`src/rtl/tdc_pkg.sv`:
```
// Shared OpenTDC constants, timestamp field layout and small helper functions.
// The Wishbone slice and firmware headers decode timestamps with the same layout.
package tdc_pkg;

  localparam int TDC_NTAPS_DEF    = 64;
  localparam int TDC_COARSE_W_DEF = 16;
  localparam int TDC_MAX_TAPS     = 256;

  // Timestamp word: fine code occupies the LSBs, coarse count sits directly above it.
  localparam int TDC_TS_FINE_LSB  = 0;

  function automatic int tdc_clog2(input int value);
    int result;
    result = 0;
    for (int k = 0; k < 31; k++) begin
      if ((1 << k) < value) result = k + 1;
    end
    return result;
  endfunction

  function automatic int tdc_ts_coarse_lsb(input int ntaps);
    return TDC_TS_FINE_LSB + tdc_clog2(ntaps + 1);
  endfunction

  // Counting ones rather than locating the first zero makes the fine code bubble-tolerant.
  function automatic int unsigned tdc_popcount(input logic [TDC_MAX_TAPS-1:0] value);
    int unsigned count;
    count = 0;
    for (int k = 0; k < TDC_MAX_TAPS; k++) begin
      count += {31'd0, value[k]};
    end
    return count;
  endfunction

endpackage

```
`src/rtl/tdc_sync_fifo.sv`:
```
// Generic synchronous first-word-fall-through FIFO with flush.
// A push while full is ignored unless a pop frees the slot in the same cycle.
module tdc_sync_fifo
  import tdc_pkg::*;
#(
  parameter int WIDTH = 8,
  parameter int DEPTH = 8
) (
  input  logic                      clk_i,
  input  logic                      rst_n_i,
  input  logic                      flush_i,
  input  logic                      push_i,
  input  logic                      pop_i,
  input  logic [WIDTH-1:0]          din_i,
  output logic [WIDTH-1:0]          dout_o,
  output logic                      full_o,
  output logic                      empty_o,
  output logic [tdc_clog2(DEPTH):0] level_o
);

  localparam int AW = tdc_clog2(DEPTH);

  logic [WIDTH-1:0] r_mem [DEPTH];
  logic [AW-1:0]    r_wr_ptr;
  logic [AW-1:0]    r_rd_ptr;
  logic [AW:0]      r_count;
  logic             w_push;
  logic             w_pop;

  assign full_o  = (r_count == (AW+1)'(DEPTH));
  assign empty_o = (r_count == '0);
  assign w_pop   = pop_i & ~empty_o;
  assign w_push  = push_i & (~full_o | w_pop);
  assign level_o = r_count;
  assign dout_o  = empty_o ? '0 : r_mem[r_rd_ptr];

  always_ff @(posedge clk_i or negedge rst_n_i) begin
    if (!rst_n_i) begin
      r_wr_ptr <= '0;
      r_rd_ptr <= '0;
      r_count  <= '0;
    end else if (flush_i) begin
      r_wr_ptr <= '0;
      r_rd_ptr <= '0;
      r_count  <= '0;
    end else begin
      if (w_push) r_wr_ptr <= r_wr_ptr + AW'(1);
      if (w_pop)  r_rd_ptr <= r_rd_ptr + AW'(1);
      case ({w_push, w_pop})
        2'b10:   r_count <= r_count + (AW+1)'(1);
        2'b01:   r_count <= r_count - (AW+1)'(1);
        default: r_count <= r_count;
      endcase
    end
  end

  always_ff @(posedge clk_i) begin
    if (w_push && !flush_i) r_mem[r_wr_ptr] <= din_i;
  end

endmodule

```
`src/rtl/tdc_ts_capture.sv`:
```
// Delay-line timestamp capture: edge detect, {coarse, popcount fine} packing,
// and buffering into a FWFT FIFO with a sticky overflow flag.
module tdc_ts_capture
  import tdc_pkg::*;
#(
  parameter int NTAPS    = TDC_NTAPS_DEF,
  parameter int COARSE_W = TDC_COARSE_W_DEF,
  parameter int DEPTH    = 8
) (
  input  logic                                      clk_i,
  input  logic                                      rst_n_i,
  input  logic [NTAPS-1:0]                          taps_i,
  input  logic                                      en_i,
  input  logic                                      clear_i,
  output logic [COARSE_W+tdc_clog2(NTAPS+1)-1:0]    ts_o,
  output logic                                      valid_o,
  input  logic                                      pop_i,
  output logic [tdc_clog2(DEPTH):0]                 level_o,
  output logic                                      overflow_o,
  output logic [COARSE_W-1:0]                       coarse_o
);

  localparam int FINE_W     = tdc_clog2(NTAPS + 1);
  localparam int TS_W       = COARSE_W + FINE_W;
  localparam int COARSE_LSB = tdc_ts_coarse_lsb(NTAPS);

  logic [COARSE_W-1:0] r_cnt;
  logic [NTAPS-1:0]    r_taps;
  logic                r_prev0;
  logic [COARSE_W-1:0] r_coarse1;
  logic                r_evt2;
  logic [FINE_W-1:0]   r_fine2;
  logic [COARSE_W-1:0] r_coarse2;
  logic                r_overflow;

  logic                w_evt;
  logic                w_full;
  logic                w_empty;
  logic                w_drop;
  logic [TS_W-1:0]     w_ts;

  assign w_evt  = r_taps[0] & ~r_prev0 & en_i;
  assign w_drop = r_evt2 & w_full & ~pop_i;

  // Forcing prev0 high on clear masks whatever edge is sampled in the clear cycle.
  always_ff @(posedge clk_i or negedge rst_n_i) begin
    if (!rst_n_i) begin
      r_cnt      <= '0;
      r_taps     <= '0;
      r_prev0    <= 1'b0;
      r_coarse1  <= '0;
      r_evt2     <= 1'b0;
      r_fine2    <= '0;
      r_coarse2  <= '0;
      r_overflow <= 1'b0;
    end else begin
      r_cnt     <= clear_i ? '0 : r_cnt + COARSE_W'(1);
      r_taps    <= taps_i;
      r_prev0   <= clear_i | r_taps[0];
      r_coarse1 <= r_cnt;
      r_evt2    <= w_evt & ~clear_i;
      r_fine2   <= FINE_W'(tdc_popcount(TDC_MAX_TAPS'(r_taps)));
      r_coarse2 <= r_coarse1;
      if (clear_i)     r_overflow <= 1'b0;
      else if (w_drop) r_overflow <= 1'b1;
    end
  end

  always_comb begin
    w_ts = '0;
    w_ts[TDC_TS_FINE_LSB +: FINE_W] = r_fine2;
    w_ts[COARSE_LSB +: COARSE_W]    = r_coarse2;
  end

  tdc_sync_fifo #(
    .WIDTH (TS_W),
    .DEPTH (DEPTH)
  ) u_fifo (
    .clk_i   (clk_i),
    .rst_n_i (rst_n_i),
    .flush_i (clear_i),
    .push_i  (r_evt2),
    .pop_i   (pop_i),
    .din_i   (w_ts),
    .dout_o  (ts_o),
    .full_o  (w_full),
    .empty_o (w_empty),
    .level_o (level_o)
  );

  assign valid_o    = ~w_empty;
  assign overflow_o = r_overflow;
  assign coarse_o   = r_cnt;

endmodule

```
`config.mk`:
```
export PLATFORM = sky130hd
export DESIGN_NAME = tdc_ts_capture
export DESIGN_NICKNAME = d
export VERILOG_FILES = /design/src/rtl/tdc_pkg.sv /design/src/rtl/tdc_sync_fifo.sv /design/src/rtl/tdc_ts_capture.sv
export SDC_FILE = /design/constraint.sdc
export NUM_CORES = 1
export LEC_CHECK = 0
export BUFFER_PORTS_ARGS = -buffer_cell sky130_fd_sc_hd__buf_4
export CELL_PAD_IN_SITES_DETAIL_PLACEMENT = 0
export CELL_PAD_IN_SITES_GLOBAL_PLACEMENT = 2
export CORE_ASPECT_RATIO = 1.1
export CORE_MARGIN = 1.5
export CORE_UTILIZATION = 35
export CTS_BUF_LIST = sky130_fd_sc_hd__clkbuf_8
export DETAILED_ROUTE_END_ITERATION = 8
export PLACE_DENSITY = 0.74
export SLEW_MARGIN = 40
export SYNTH_ARGS = -nofsm -noshare
export SYNTH_HDL_FRONTEND = slang
export SYNTH_SLANG_ARGS = --single-unit
export TNS_END_PERCENT = 20
```
`constraint.sdc`:
```
create_clock -name clk_i -period 9.5 [get_ports clk_i]
set_clock_uncertainty 0.15 [all_clocks]
set_input_delay 1.9 -clock clk_i [delete_from_list [all_inputs] [get_ports clk_i]]
set_output_delay 1.9 -clock clk_i [all_outputs]
set_load 0.01 [all_outputs]
```
======== After elaboration in Yosys (flattened, before gate mapping) ========
Memories as Yosys holds them, arrays and structs flattened.
Index checks and enable logic that the tools add are counted.
Widths: inputs -> output; s select.
storage, ports and cells
  word-level logic and storage cells ...... 116
  memories ................................ 1
  register bits after elaboration ......... 132
  memory bits (writable) .................. 184
  input bits .............................. 69
  output and inout bits ................... 45
operators by class
  reductions and logical operators ........ 7
  equal/unequal tests ..................... 3
  $add $sub $neg .......................... 68
  muxes and demuxes ....................... 12
  bitwise gates (word level) .............. 14
memory list
  memory        words  width  read ports  clocked after Yosys merged registers in  write ports  line                 source
  u_fifo.r_mem  8      23     1           0                                        1            tdc_sync_fifo.sv:23  logic [WIDTH-1:0] r_mem [DEPTH];
operator list
  cell                   number
  $add 7x1->7            57
  $mux 23                1
  $add 16x1->16 const B  1
  $mux 16                1
  $mux 3                 4
  $pmux 4 s2             1
  $add 6x1->7            1
  $and 1x1->1            7
  $add 3x1->3 const B    2
  $add 5x1->6            1
  $reduce_bool 2->1      3
  $add 4x1->5            1
  $not 1->1              5
  $add 3x1->4            1
  $add 4x1->4 const B    1
  $eq 4x4->1 const B     1
  $logic_not 4->1        1
  $mux 1                 4
  $mux 4                 1
  $sub 4x1->4 const B    1
  $add 2x1->3            1
  $reduce_bool 3->1      1
  $add 1x1->2            1
  $eq 2x1->1 const B     1
  other kinds (4)        5

======== Logic depth before layout (Yosys ltp) ========
Gate-level depths: netlist of run 1.
  word-level depth ........................ 63
  depth in mapped cells ................... 19
  depth with buffers taken out ............ 19

======== Modules after synthesis ========
From an unflattened synthesis of run 1, not the netlist that was laid out.
unflattened totals
  cell total of the unflattened synthesis .. 726
  area total of the unflattened synthesis .. 12856.1 um^2
by module, submodules not included
  module          area an instance (um^2)  instances  cells each  sequential area each (um^2)
  tdc_sync_fifo   7698.6                   1          374         5775.5
  tdc_ts_capture  5157.4                   1          352         3052.9

======== Least setup slack after synthesis of run 1 ========
Ideal clock, no wire load.
  path kind ............................... reg2reg
  from .................................... register r_taps[35]
  to ...................................... register r_fine2[6]
  library setup time ...................... 0.131 ns
  stages on the path, launching flop included .. 19
  data required time ...................... 9.219 ns
  path buffers ............................ 0
  period minus slack after synthesis ...... 5.760 ns
  slack ................................... 3.740 ns
  arrival ................................. 5.479 ns
  path through ............................ dfrtp_1 > inv_1 > fa_1 > inv_1 > fa_1 > fa_1 > inv_1 > fa_1 > inv_1 > fa_1 > fa_1 > fa_1 > inv_1 > fa_1 > inv_1 > fa_1 > a21o_1 > a21oi_1 > o21ai_0
on the way
  longest elaborated chain between the ends .. 29
RTL lines
  what                       line                  source
  start: declaration         tdc_ts_capture.sv:28  logic [NTAPS-1:0] r_taps;
  start signal: assignment   tdc_ts_capture.sv:58  r_taps <= taps_i;
  $add 7x1->7 (29 in a row)  tdc_pkg.sv:30         count += {31'd0, value[k]};
  end signal: assignment     tdc_ts_capture.sv:62  r_fine2 <= FINE_W'(tdc_popcount(TDC_MAX_TAPS'(r_taps)));
  end: declaration           tdc_ts_capture.sv:32  logic [FINE_W-1:0] r_fine2;
No other way between the ends.
A chain may end at the register's enable or synchronous reset.

======== Final worst setup path of run 1 ========
Ends and elaborated chain as after synthesis.

==> results of run 1 <==
-- power groups by stage --
| stage | Combinational (mW) | Clock [mW] | Sequential [mW] |
|---|---|---|---|
| after CTS | 2.26 | 1.20 | 1.62 |
| after global placement | 2.25 | 0 | 1.65 |
| after global routing | 2.62 | 1.26 | 1.63 |
| after floorplan | 1.74 | 0 | 1.63 |
| after detailed placement | 2.26 | 0 | 1.65 |
| final | 2.18 | 1.16 | 1.62 |
-- synthesized netlist by cell type, types with 8 or more instances --
| cell | number |
|---|---|
| buf_2 | 10 |
| nor3_1 | 8 |
| inv_1 | 101 |
| fa_1 | 55 |
| nand2_1 | 9 |
| edfxtp_1 | 184 |
| xor2_1 | 8 |
| mux2i_1 | 25 |
| xnor2_1 | 16 |
| dfrtp_1 | 132 |
| ha_1 | 20 |
| nor2_1 | 55 |
| nand3_1 | 8 |
| mux4_2 | 46 |
-- cell families (layout without fill, tap and decap cells) --
group	Yosys count	after routing
AO/OA/AOI/OAI	21	21
XOR/XNOR	24	24
adder cells (fa/ha/maj)	75	75
buffers and inverters	123	315
flip-flops	316	316
multiplexers	72	72
AND/OR/NAND/NOR	105	105
-- path summary, 6_finish.rpt --
check,startpoint,endpoint,depth (start not counted)
setup reg to reg,r_taps[35],r_fine2[6],18
hold reg to reg,r_coarse1[10],r_coarse2[10],0
hold / removal,r_coarse1[10],r_coarse2[10],0
max in group asynchronous,rst_n_i,u_fifo.r_rd_ptr[2],2
min in group asynchronous,rst_n_i,r_taps[51],1
setup / recovery,r_taps[35],r_fine2[6],18
-- metrics by stage --
| step | hold WS [ns] | worst slack (ns) |
|---|---|---|
| 2_1_floorplan | 0.181 | 3.74 |
| 3_3_place_gp | 0.183 | 3.61 |
| 3_5_place_dp | 0.186 | 3.55 |
| 4_1_cts | 0.186 | 3.52 |
| 5_1_grt | 0.189 | 3.28 |
| 6_report | 0.176 | 3.58 |
-- critical path: stages, from the launching register on --
cell	delay, ns
dfrtp_1	0.32
inv_1	0.05
fa_1	0.53
inv_1	0.05
fa_1	0.42
fa_1	0.54
inv_1	0.05
fa_1	0.52
inv_1	0.05
fa_1	0.52
fa_1	0.44
fa_1	0.54
inv_1	0.05
fa_1	0.52
inv_1	0.07
fa_1	0.45
a21o_1	0.17
a21oi_1	0.20
o21ai_0	0.13
-- registers in the layout (all words and copies together) (netlist names), 3 cells and up --
signal	flops
u_fifo.r_mem	184
r_coarse2	16
r_fine2	7
r_coarse1	16
u_fifo.r_rd_ptr	3
u_fifo.level_o	4
coarse_o	16
r_taps	64
u_fifo.r_wr_ptr	3
-- cell type report --
type	count	area share (%)
tap	487	3.96
timing repair buffer	124	6.38
clock inverter	37	1.98
clock buffer	52	4.65
inverter	102	2.49
multi-input combinational	297	23.2
sequential	316	57.4
-- metal layers --
metal / global-route usage [%] / vias to the layer above / routed length (µm) / part of all wire [%]
li1: - / 2893 / - / -
met1: 17.2 / 3194 / 10300 / 44
met3: 3.12 / 47 / 1250 / 5.4
met2: 20.9 / 149 / 11200 / 48
met5: 0 / - / 0 / 0
met4: 4.72 / 0 / 536 / 2.3
==> impl_metrics.yaml, run 1 <==
run_status:
  status: "completed"
sta:
  fin_crit_ns: 5.92
  grt_setup_unrepaired: "false"
  clock.fmax_ghz: 0.169
  tightest_slew_ns: 0.767
  hold_violations: 0
  setup_viol: 0
  drv_slew: 0
  setup-tns-final_ns: 0
  slew_headroom_pct: 48.7
  finalCritPeriodShare_pct: 62.3
clocking:
  post-cts-setup-buffers: 0
  cts_tree: "built"
  htreeDepth: 2
  numCtsBuffers: 48
  cts.sinks: 316
  cts_hold_buf: 0
  clk_pin_slew_ns: 0.07
  clockBufferDepth: 3
  insertion_delay_ns: 0.59
  cts_resized: 0
  cts-root-buf: "clkbuf_8"
die:
  ios: 114
  num_rows: 73
  chipHeight_um: 204
  dieArea_um2: 37800
  start_util_pct: 35.5
  core_um2: 36200
  die_w_um: 186
finish:
  fin_cells: 1415
  seq_area_um2: 8830
  area_growth_pct: 19.9
  post-route-util_pct: 42.6
  antenna_cells: 0
  drive_gt1_share_pct: 28.6
  mostFrequentLayoutCells: "edfxtp_1, dfrtp_1, buf_4"
  multi_input_area_um2: 3560
  finish.instance_area_um2: 15400
  final_common_cell: "edfxtp_1"
  fillers: 3280
  fin_nets: 1033
placement:
  place_inst: 1326
  placed_area_um2: 14400
  dp_hpwl_um: 14400
  globalplace.congestion: 0.684
  port_buffers: 113
global_routing:
  grt_antenna_before_repair: 0
  grt_pass1_vias: 6807
  grt_pass1_wl_um: 37100
  grt_overflow: 0
  track_usage_pct: 13.0
  grt_max_degree: 71
pwr:
  power.internal_mw: 3.22
  seq_power_share_pct: 32.6
  pwr-share-clk_pct: 23.4
  pwr-share-comb_pct: 43.9
  p_sw_share_pct: 35.1
  p_switching_mw: 1.74
  leakage_nw: 6.20
  powerDensity_nw_per_um2: 323
  peakVddDrop_mv: 0.432
  power_mw: 4.97
logic_synthesis:
  synth.yosys.seq_area_share_pct: 68.8
  synth_edf_count: 184
  synth_xor_area_share_pct: 1.64
  synthMuxAreaShare_pct: 10.1
  yosys_warnings: 0
  synth_area_um2: 12800
  ys_async_sr_fraction_pct: 41.8
  synth.avg_cell_area_um2: 17.4
  synth_top_family_by_area: "adder cells"
  synth_compound_area_share_pct: 1.23
  synthAdderAreaFrac_pct: 10.5
  synth_top_area_share_pct: 43.1
  synth_nets: 880
  syn_inst: 736
  synth_area_leader_cell: "edfxtp_1"
  ys_seq_elements: 316
  yosys_most_used_dff: "edfxtp_1"
  ys_types: 44
  synthSimpleGateAreaFrac_pct: 3.89
  synth_area_leaders: "edfxtp_1, dfrtp_1, fa_1, mux4_2, inv_1"
setup_path:
  critPathCaptureType: "flop"
  crit_type: "reg -> reg"
  critPathArrivalTime_ns: 6.22
  cp.required_ns: 9.80
  reg2reg_slack_ns: 3.58
  critical_path.max_fanout: 2
  startpoint_type: "flop"
routing:
  postRouteAntennaNets: 0
  drt-initial-drc-count: 411
  firstDrtPassIters: 6
  num_vias: 6283
  wl_per_cell_um: 16.5
  routed_wl_um: 23300
  vias_per_cell: 4.44
  drc: 0
worst_hold_path:
  hp-class: "reg -> reg"
job:
  cap_violations: 0
Power figures use the tool's default switching activity.
==> run 2: changes to the inputs <==
--- a/config.mk
+++ b/config.mk
@@ -5,6 +5,7 @@
 export SDC_FILE = /design/constraint.sdc
 export NUM_CORES = 1
 export LEC_CHECK = 0
+export ABC_AREA = 1
 export BUFFER_PORTS_ARGS = -buffer_cell sky130_fd_sc_hd__buf_4
 export CELL_PAD_IN_SITES_DETAIL_PLACEMENT = 0
 export CELL_PAD_IN_SITES_GLOBAL_PLACEMENT = 2
@@ -13,7 +14,7 @@
 export CORE_UTILIZATION = 35
 export CTS_BUF_LIST = sky130_fd_sc_hd__clkbuf_8
 export DETAILED_ROUTE_END_ITERATION = 8
-export PLACE_DENSITY = 0.74
+export PLACE_DENSITY = 0.81
 export SLEW_MARGIN = 40
 export SYNTH_ARGS = -nofsm -noshare
 export SYNTH_HDL_FRONTEND = slang
==> constraint.sdc (replaced) <==
create_clock -name clk_i -period 4.95 [get_ports clk_i]
set_clock_uncertainty 0.15 [all_clocks]
set_input_delay 0.99 -clock clk_i [delete_from_list [all_inputs] [get_ports clk_i]]
set_output_delay 0.99 -clock clk_i [all_outputs]
set_load 0.01 [all_outputs]
==> run 2 against run 1 <==
The run now ends with setup timing left; worst hold slack gained 0.023 ns; worst setup slack lost 4.2 ns; sequential cell count is the same; global-route usage grew 1.0 points; sequential share of layout area shrank 1.4 points; non-clock buffer count grew 15; final cell count grew 23%; critical endpoint unchanged; largest cell class unchanged.
==> impl_metrics.yaml, run 2 <==
pwr:
  p_sw_share_pct: 37.0
  p_switching_mw: 4.04
  power_mw: 10.9
  power.internal_mw: 6.88
  leakage_nw: 6.61
  seq_power_share_pct: 29.0
  pwr-share-clk_pct: 18.8
  peakVddDrop_mv: 1.66
  pwr-share-comb_pct: 52.2
  powerDensity_nw_per_um2: 692
logic_synthesis:
  synth_nets: 1201
  synth.yosys.seq_area_share_pct: 67.0
  synth_top_area_share_pct: 41.9
  synth_edf_count: 184
  synth.avg_cell_area_um2: 12.5
  synth_area_leader_cell: "edfxtp_1"
  synth_area_um2: 13200
  ys_seq_elements: 316
  ys_types: 33
  synthMostInstantiatedCell: "nor2_1"
  ys_async_sr_fraction_pct: 41.8
  synth_common_cells: "nor2_1, edfxtp_1, dfrtp_1"
  syn_inst: 1057
  yosys_most_used_dff: "edfxtp_1"
  yosys_warnings: 0
  synth_area_leaders: "edfxtp_1, dfrtp_1, fa_1, nor2_1, o21ai_1"
clocking:
  htreeDepth: 2
  clockBufferDepth: 3
  numCtsBuffers: 48
  insertion_delay_ns: 0.57
  cts-root-buf: "clkbuf_8"
  post-cts-setup-buffers: 0
  cts.sinks: 316
  cts_hold_buf: 0
  clk_pin_slew_ns: 0.06
  cts_tree: "built"
die:
  start_util_pct: 35.5
  ios: 114
  core_um2: 37100
  chipHeight_um: 207
  dieArea_um2: 38800
  die_w_um: 188
  num_rows: 74
setup_path:
  critPathCaptureType: "flop"
  critPathArrivalTime_ns: 5.85
  reg2reg_slack_ns: -0.60
  r2r-end: "r_fine2[6]"
  startpoint_type: "flop"
  cp.required_ns: 5.26
  r2r_cells: 18
  crit_type: "reg -> reg"
  critical_path.max_fanout: 2
  timing.rr.start: "r_taps[53]"
finish:
  fin_cells: 1739
  post-route-util_pct: 42.5
  antenna_cells: 0
  drive_gt1_share_pct: 19.3
  fillers: 3456
  mostFrequentLayoutCells: "nor2_1, edfxtp_1, dfrtp_1"
  fin_nets: 1350
  largest_register_ffs: 184
  multi_input_area_um2: 3740
  seq_area_um2: 8830
  finish.instance_area_um2: 15800
  regMostFlops: "u_fifo.r_mem"
  reg_top3: "u_fifo.r_mem x184, r_taps x64"
  final_common_cell: "nor2_1"
  area_growth_pct: 19.7
sta:
  fin_ws_ns: -0.597
  clock.fmax_ghz: 0.180
  fin_crit_ns: 5.55
  drv_slew: 0
  finalCritPeriodShare_pct: 112
  tightest_slew_ns: 0.783
  setup_viol: 6
  slew_headroom_pct: 47.6
  grt_setup_unrepaired: "true"
  hold_violations: 0
placement:
  place_inst: 1650
  dp_hpwl_um: 16700
  globalplace.congestion: 0.714
  port_buffers: 113
  placed_area_um2: 14800
global_routing:
  grt_overflow: 0
  track_usage_pct: 14.0
  grt_max_degree: 79
  grt_antenna_before_repair: 0
  grt_pass1_wl_um: 42500
  grt_pass1_vias: 8093
worst_hold_path:
  hp-class: "reg -> reg"
  worstHoldStart: "r_coarse1[13]"
  min_delay_path_depth: 0
  min_to: "r_coarse2[13]"
routing:
  num_vias: 7834
  routed_wl_um: 26000
  drt-initial-drc-count: 389
  vias_per_cell: 4.50
  drc: 0
  firstDrtPassIters: 5
  postRouteAntennaNets: 0
  wl_per_cell_um: 15.0
run_status:
  violations: "setup timing"
  status: "finished, violations left"
job:
  cap_violations: 0
run 2: changes by cell type after synthesis, moves of 9 or more:
cell / delta
buf_6: +9
inv_1: +18
mux2i_1: -25
mux4_2: -46
nand2_1: +41
nand3_1: +9
nor2_1: +163
o21ai_0: +70
o21ai_1: +101
xnor2_1: -15
run 2: cells by family (layout without fill, tap and decap cells):
family,Yosys count,in the layout,share of synthesized area (%)
AND/OR/NAND/NOR,308,308,9.60
adder cells (fa/ha/maj),75,75,10.3
XOR/XNOR,8,8,0.532
AO/OA/AOI/OAI,189,189,7.27
buffers and inverters,161,349,5.35
flip-flops,316,316,67.0
run 2: how the worst max path moves through the flow:
stage	start	to	slack, ns	cells past startpoint
after global placement	r_taps[35]	r_fine2[6]	-0.60	18
final	r_taps[53]	r_fine2[6]	-0.60	18
after CTS	r_taps[35]	r_fine2[6]	-0.65	18
after floorplan	r_taps[35]	r_fine2[6]	-0.49	18
after detailed placement	r_taps[35]	r_fine2[6]	-0.64	19
after global routing	r_taps[53]	r_fine2[6]	-0.76	18
run 2: stage by stage:
stage                     setup TNS (ns)  worst slack [ns]  hold slack (ns)
after floorplan                    -2.30            -0.494            0.181
after global placement             -3.01            -0.599            0.182
after detailed placement           -3.25            -0.642            0.185
after CTS                          -3.30            -0.646            0.199
after global routing               -4.12            -0.760            0.208
final                              -3.07            -0.597            0.198
run 2: area by class of cell:
type | instances | area share (%)
flip-flops and latches | 316 | 56.0
multi-input cells | 580 | 23.7
repair buffers | 139 | 7.52
clock buffers | 56 | 4.88
well taps | 494 | 3.92
inverters | 121 | 2.88
clock inverters | 33 | 1.12
run 2: routing by layer:
metal	part of all wire, %	GRT usage, %	vias up	wire, µm
met5	0	0	-	0
met4	2.1	5.23	0	557
met3	5.2	3.07	43	1370
met2	50	24.2	178	13000
met1	43	17.3	3811	11100
li1	-	-	3802	-
run 2: power by group through the flow:
stage               Combinational [mW]  Clock [mW]  Sequential, mW
CTS                               5.64        2.12            3.16
finish                            5.70        2.06            3.17
global route                      6.61        2.24            3.18
global placement                  5.37           0            3.25
detailed placement                5.55           0            3.22
floorplan                         3.85           0            3.13
run 2: timing repair:
| action | in CTS | in global routing |
|---|---|---|
| endpoints found under the setup margin | 7 | 7 |
| pin swaps | 6 | 5 |
| gates resized for setup | 4 | 3 |
run 2: worst max-delay path: stages, from the launching register on:
cell,delay [ns]
dfrtp_1,0.33
inv_1,0.05
fa_1,0.50
fa_1,0.51
inv_1,0.05
fa_1,0.47
inv_1,0.06
fa_1,0.49
fa_1,0.43
fa_1,0.54
fa_1,0.43
fa_1,0.50
inv_1,0.06
ha_4,0.16
fa_2,0.35
nand3_2,0.07
nand2_2,0.07
a21oi_2,0.13
o21bai_1,0.07
==> run 3: changes to the inputs <==
--- a/config.mk
+++ b/config.mk
@@ -18,5 +18,6 @@
 export SLEW_MARGIN = 40
 export SYNTH_ARGS = -nofsm -noshare
 export SYNTH_HDL_FRONTEND = slang
+export SYNTH_HIERARCHICAL = 1
 export SYNTH_SLANG_ARGS = --single-unit
 export TNS_END_PERCENT = 20
==> run 3 against run 2 <==
The run still ends with setup timing left; die area is 0.63% lower; combinational power shrank 2%; worst hold slack gained 0.00081 ns; synthesized cell count is 2.2% lower; non-clock buffer count shrank 4; sequential power shrank 2%; wire length is 2.8% higher; count of clock-buffer cells in the layout shrank 2; global-route usage grew 0.39 points; area after synthesis decreased by 0.64%; sequential share of layout area is 0.28 points higher; critical path type unchanged; largest power group unchanged.
==> impl_metrics.yaml, run 3 <==
run_status:
  status: "finished, violations left"
  violations: "setup timing"
sta:
  grt_setup_unrepaired: "true"
  hold_violations: 0
  slew_headroom_pct: 46.3
  finalCritPeriodShare_pct: 114
  drv_slew: 0
  tightest_slew_ns: 0.805
  fin_ws_ns: -0.678
  setup_viol: 7
  fin_crit_ns: 5.63
  clock.fmax_ghz: 0.178
finish:
  regMostFlops: "u_fifo/r_mem"
  post-route-util_pct: 42.4
  mostFrequentLayoutCells: "nor2_1, edfxtp_1, dfrtp_1"
  antenna_cells: 0
  final_common_cell: "nor2_1"
  drive_gt1_share_pct: 20.8
  multi_input_area_um2: 3730
  fillers: 3478
  seq_area_um2: 8830
  fin_nets: 1323
  area_growth_pct: 19.9
  largest_register_ffs: 184
  reg_top3: "u_fifo/r_mem x184, r_taps x64"
setup_path:
  critPathArrivalTime_ns: 5.94
  cp.required_ns: 5.26
  slowest_delay_ns: 0.54
  path_cells: "fa_1 -> inv_1 -> fa_1 -> fa_2 -> inv_1 -> fa_1 -> fa_1 -> fa_1 -> inv_1 -> fa_1 -> fa_1 -> inv_2 -> ha_4 -> fa_2 -> buf_4 -> xor2_1"
  critical_path.max_fanout: 2
  crit_buf_inv: 5
  crit_top_cell: "fa_1"
  crit_type: "reg -> reg"
  critPathTopFamily: "adder cells"
  startpoint_type: "flop"
  critPathCaptureType: "flop"
  critPathSlowestCell: "fa_1"
pwr:
  leakage_nw: 6.51
  peakVddDrop_mv: 1.53
  power_mw: 10.7
  powerDensity_nw_per_um2: 683
logic_synthesis:
  ys_types: 33
  synth_area_um2: 13100
  ys_seq_elements: 316
  synth.yosys.seq_area_share_pct: 67.4
  syn_inst: 1034
  synth_nets: 1177
  synthMostInstantiatedCell: "nor2_1"
  synthMuxAreaShare_pct: 0
  synth_area_leader_cell: "edfxtp_1"
  synth.avg_cell_area_um2: 12.7
  synth_edf_count: 184
  synth_area_leaders: "edfxtp_1, dfrtp_1, fa_1, nor2_1, o21ai_0"
  ys_async_sr_fraction_pct: 41.8
  synth_top_area_share_pct: 42.2
  synth_xor_area_share_pct: 0.334
  synthAdderAreaFrac_pct: 10.2
  yosys_most_used_dff: "edfxtp_1"
  synth_common_cells: "nor2_1, edfxtp_1, dfrtp_1"
  synth_top_family_by_area: "adder cells"
  yosys_warnings: 6
  synth_compound_area_share_pct: 7.85
  synthSimpleGateAreaFrac_pct: 9.41
global_routing:
  grt_util_met2_pct: 24.7
  met3_usage_pct: 2.63
  top_usage_layer: "met2"
  track_usage_pct: 14.4
  grt_pass1_vias: 7860
  grt_overflow: 0
  grt_max_degree: 94
  grt_pass1_wl_um: 42800
  met1_usage_pct: 18.5
  grt_antenna_before_repair: 0
die:
  dieArea_um2: 38600
  die_w_um: 187
  core_um2: 37000
  ios: 114
  start_util_pct: 35.4
  num_rows: 74
  chipHeight_um: 206
clocking:
  cts_tree: "built"
  clk_pin_slew_ns: 0.06
  htreeDepth: 2
  cts.sinks: 316
  post-cts-setup-buffers: 0
  cts_hold_buf: 0
  numCtsBuffers: 48
  insertion_delay_ns: 0.59
  cts-root-buf: "clkbuf_8"
  clockBufferDepth: 3
placement:
  port_buffers: 113
  preCtsSetupSlack_ns: -0.694
  globalplace.congestion: 0.729
  dp_hpwl_um: 17100
worst_hold_path:
  hp-class: "reg -> reg"
routing:
  drt-initial-drc-count: 430
  routed_wl_um: 26800
  num_vias: 7781
  vias_per_cell: 4.54
  postRouteAntennaNets: 0
  wl_per_cell_um: 15.6
  firstDrtPassIters: 5
  drc: 0
job:
  cap_violations: 0
==> run 3: cell count changes after synthesis, moves of 7 or more <==
cell	change
o21ai_1	-35
nand2_1	+7
inv_1	-11
nand2_2	+7
nor2_1	-20
a31oi_1	+23
o21ai_0	+12
==> run 3: logic make-up (layout without fill, tap and decap cells) <==
logic type                 Yosys count  after routing
adders and majority gates           74             74
AOI/OAI and AO/OA                  192            192
buffers and inverters              151            337
and+or+nand+nor                    296            296
DFF                                316            316
xor gates and xnor gates             5              5
==> run 3: per-stage QoR <==
stage	instance area (µm²)	setup TNS [ns]	hold WS, ns	cells
finish	15700	-3.74	0.199	1714
global route	15700	-5.37	0.206	1714
CTS	15700	-3.63	0.200	1714
detailed placement	14800	-3.95	0.188	1624
global placement	14500	-3.66	0.181	1616
floorplan	13100	-2.62	0.181	1034
==> run 3: cell type report <==
type	instances	area share, %
inverters	112	2.69
repair buffers	135	7.52
multi-input cells	567	23.7
flip-flops and latches	316	56.3
clock inverters	36	1.10
well taps	494	3.94
clock buffers	54	4.73
==> run 3: power by group <==
group          total, mW  switching [mW]  leakage (nW)  internal [mW]
clock network       2.01           0.995         0.544           1.01
registers           3.12           0.106          3.33           3.02
logic               5.58            3.10          2.64           2.48
total               10.7            4.20          6.51           6.51
==> run 3: layer usage <==
metal,vias to the layer above,wire (µm)
li1,3746,-
met1,3801,11600
met2,186,13100
met3,48,1420
met4,0,630
met5,-,0
==> run 3: worst paths after layout <==
| kind | from | endpoint | slack [ns] | depth (start not counted) |
|---|---|---|---|---|
| min | r_coarse1[13] | r_coarse2[13] | 0.20 | 0 |
| max reg2reg | r_taps[23] | r_fine2[2] | -0.68 | 16 |
| min in group asynchronous | rst_n_i | r_taps[52] | 0.30 | 1 |
| max | r_taps[23] | r_fine2[2] | -0.68 | 16 |
| min reg2reg | r_coarse1[13] | r_coarse2[13] | 0.20 | 0 |
| max in group asynchronous | rst_n_i | coarse_o[10] | 3.48 | 2 |
==> run 3: worst reg2reg max path: stages (launching register included) <==
cell and delay (ns):
dfrtp_1 0.38, fa_1 0.54, inv_1 0.05, fa_1 0.50
fa_2 0.54, inv_1 0.05, fa_1 0.52, fa_1 0.45
fa_1 0.52, inv_1 0.05, fa_1 0.45, fa_1 0.50
inv_2 0.04, ha_4 0.15, fa_2 0.34, buf_4 0.14
xor2_1 0.15
==> run 3: repair_timing <==
action | in CTS | in global routing
setup endpoints to repair | 7 | 7
gates resized for setup | 4 | 5
pin swaps | 2 | 1
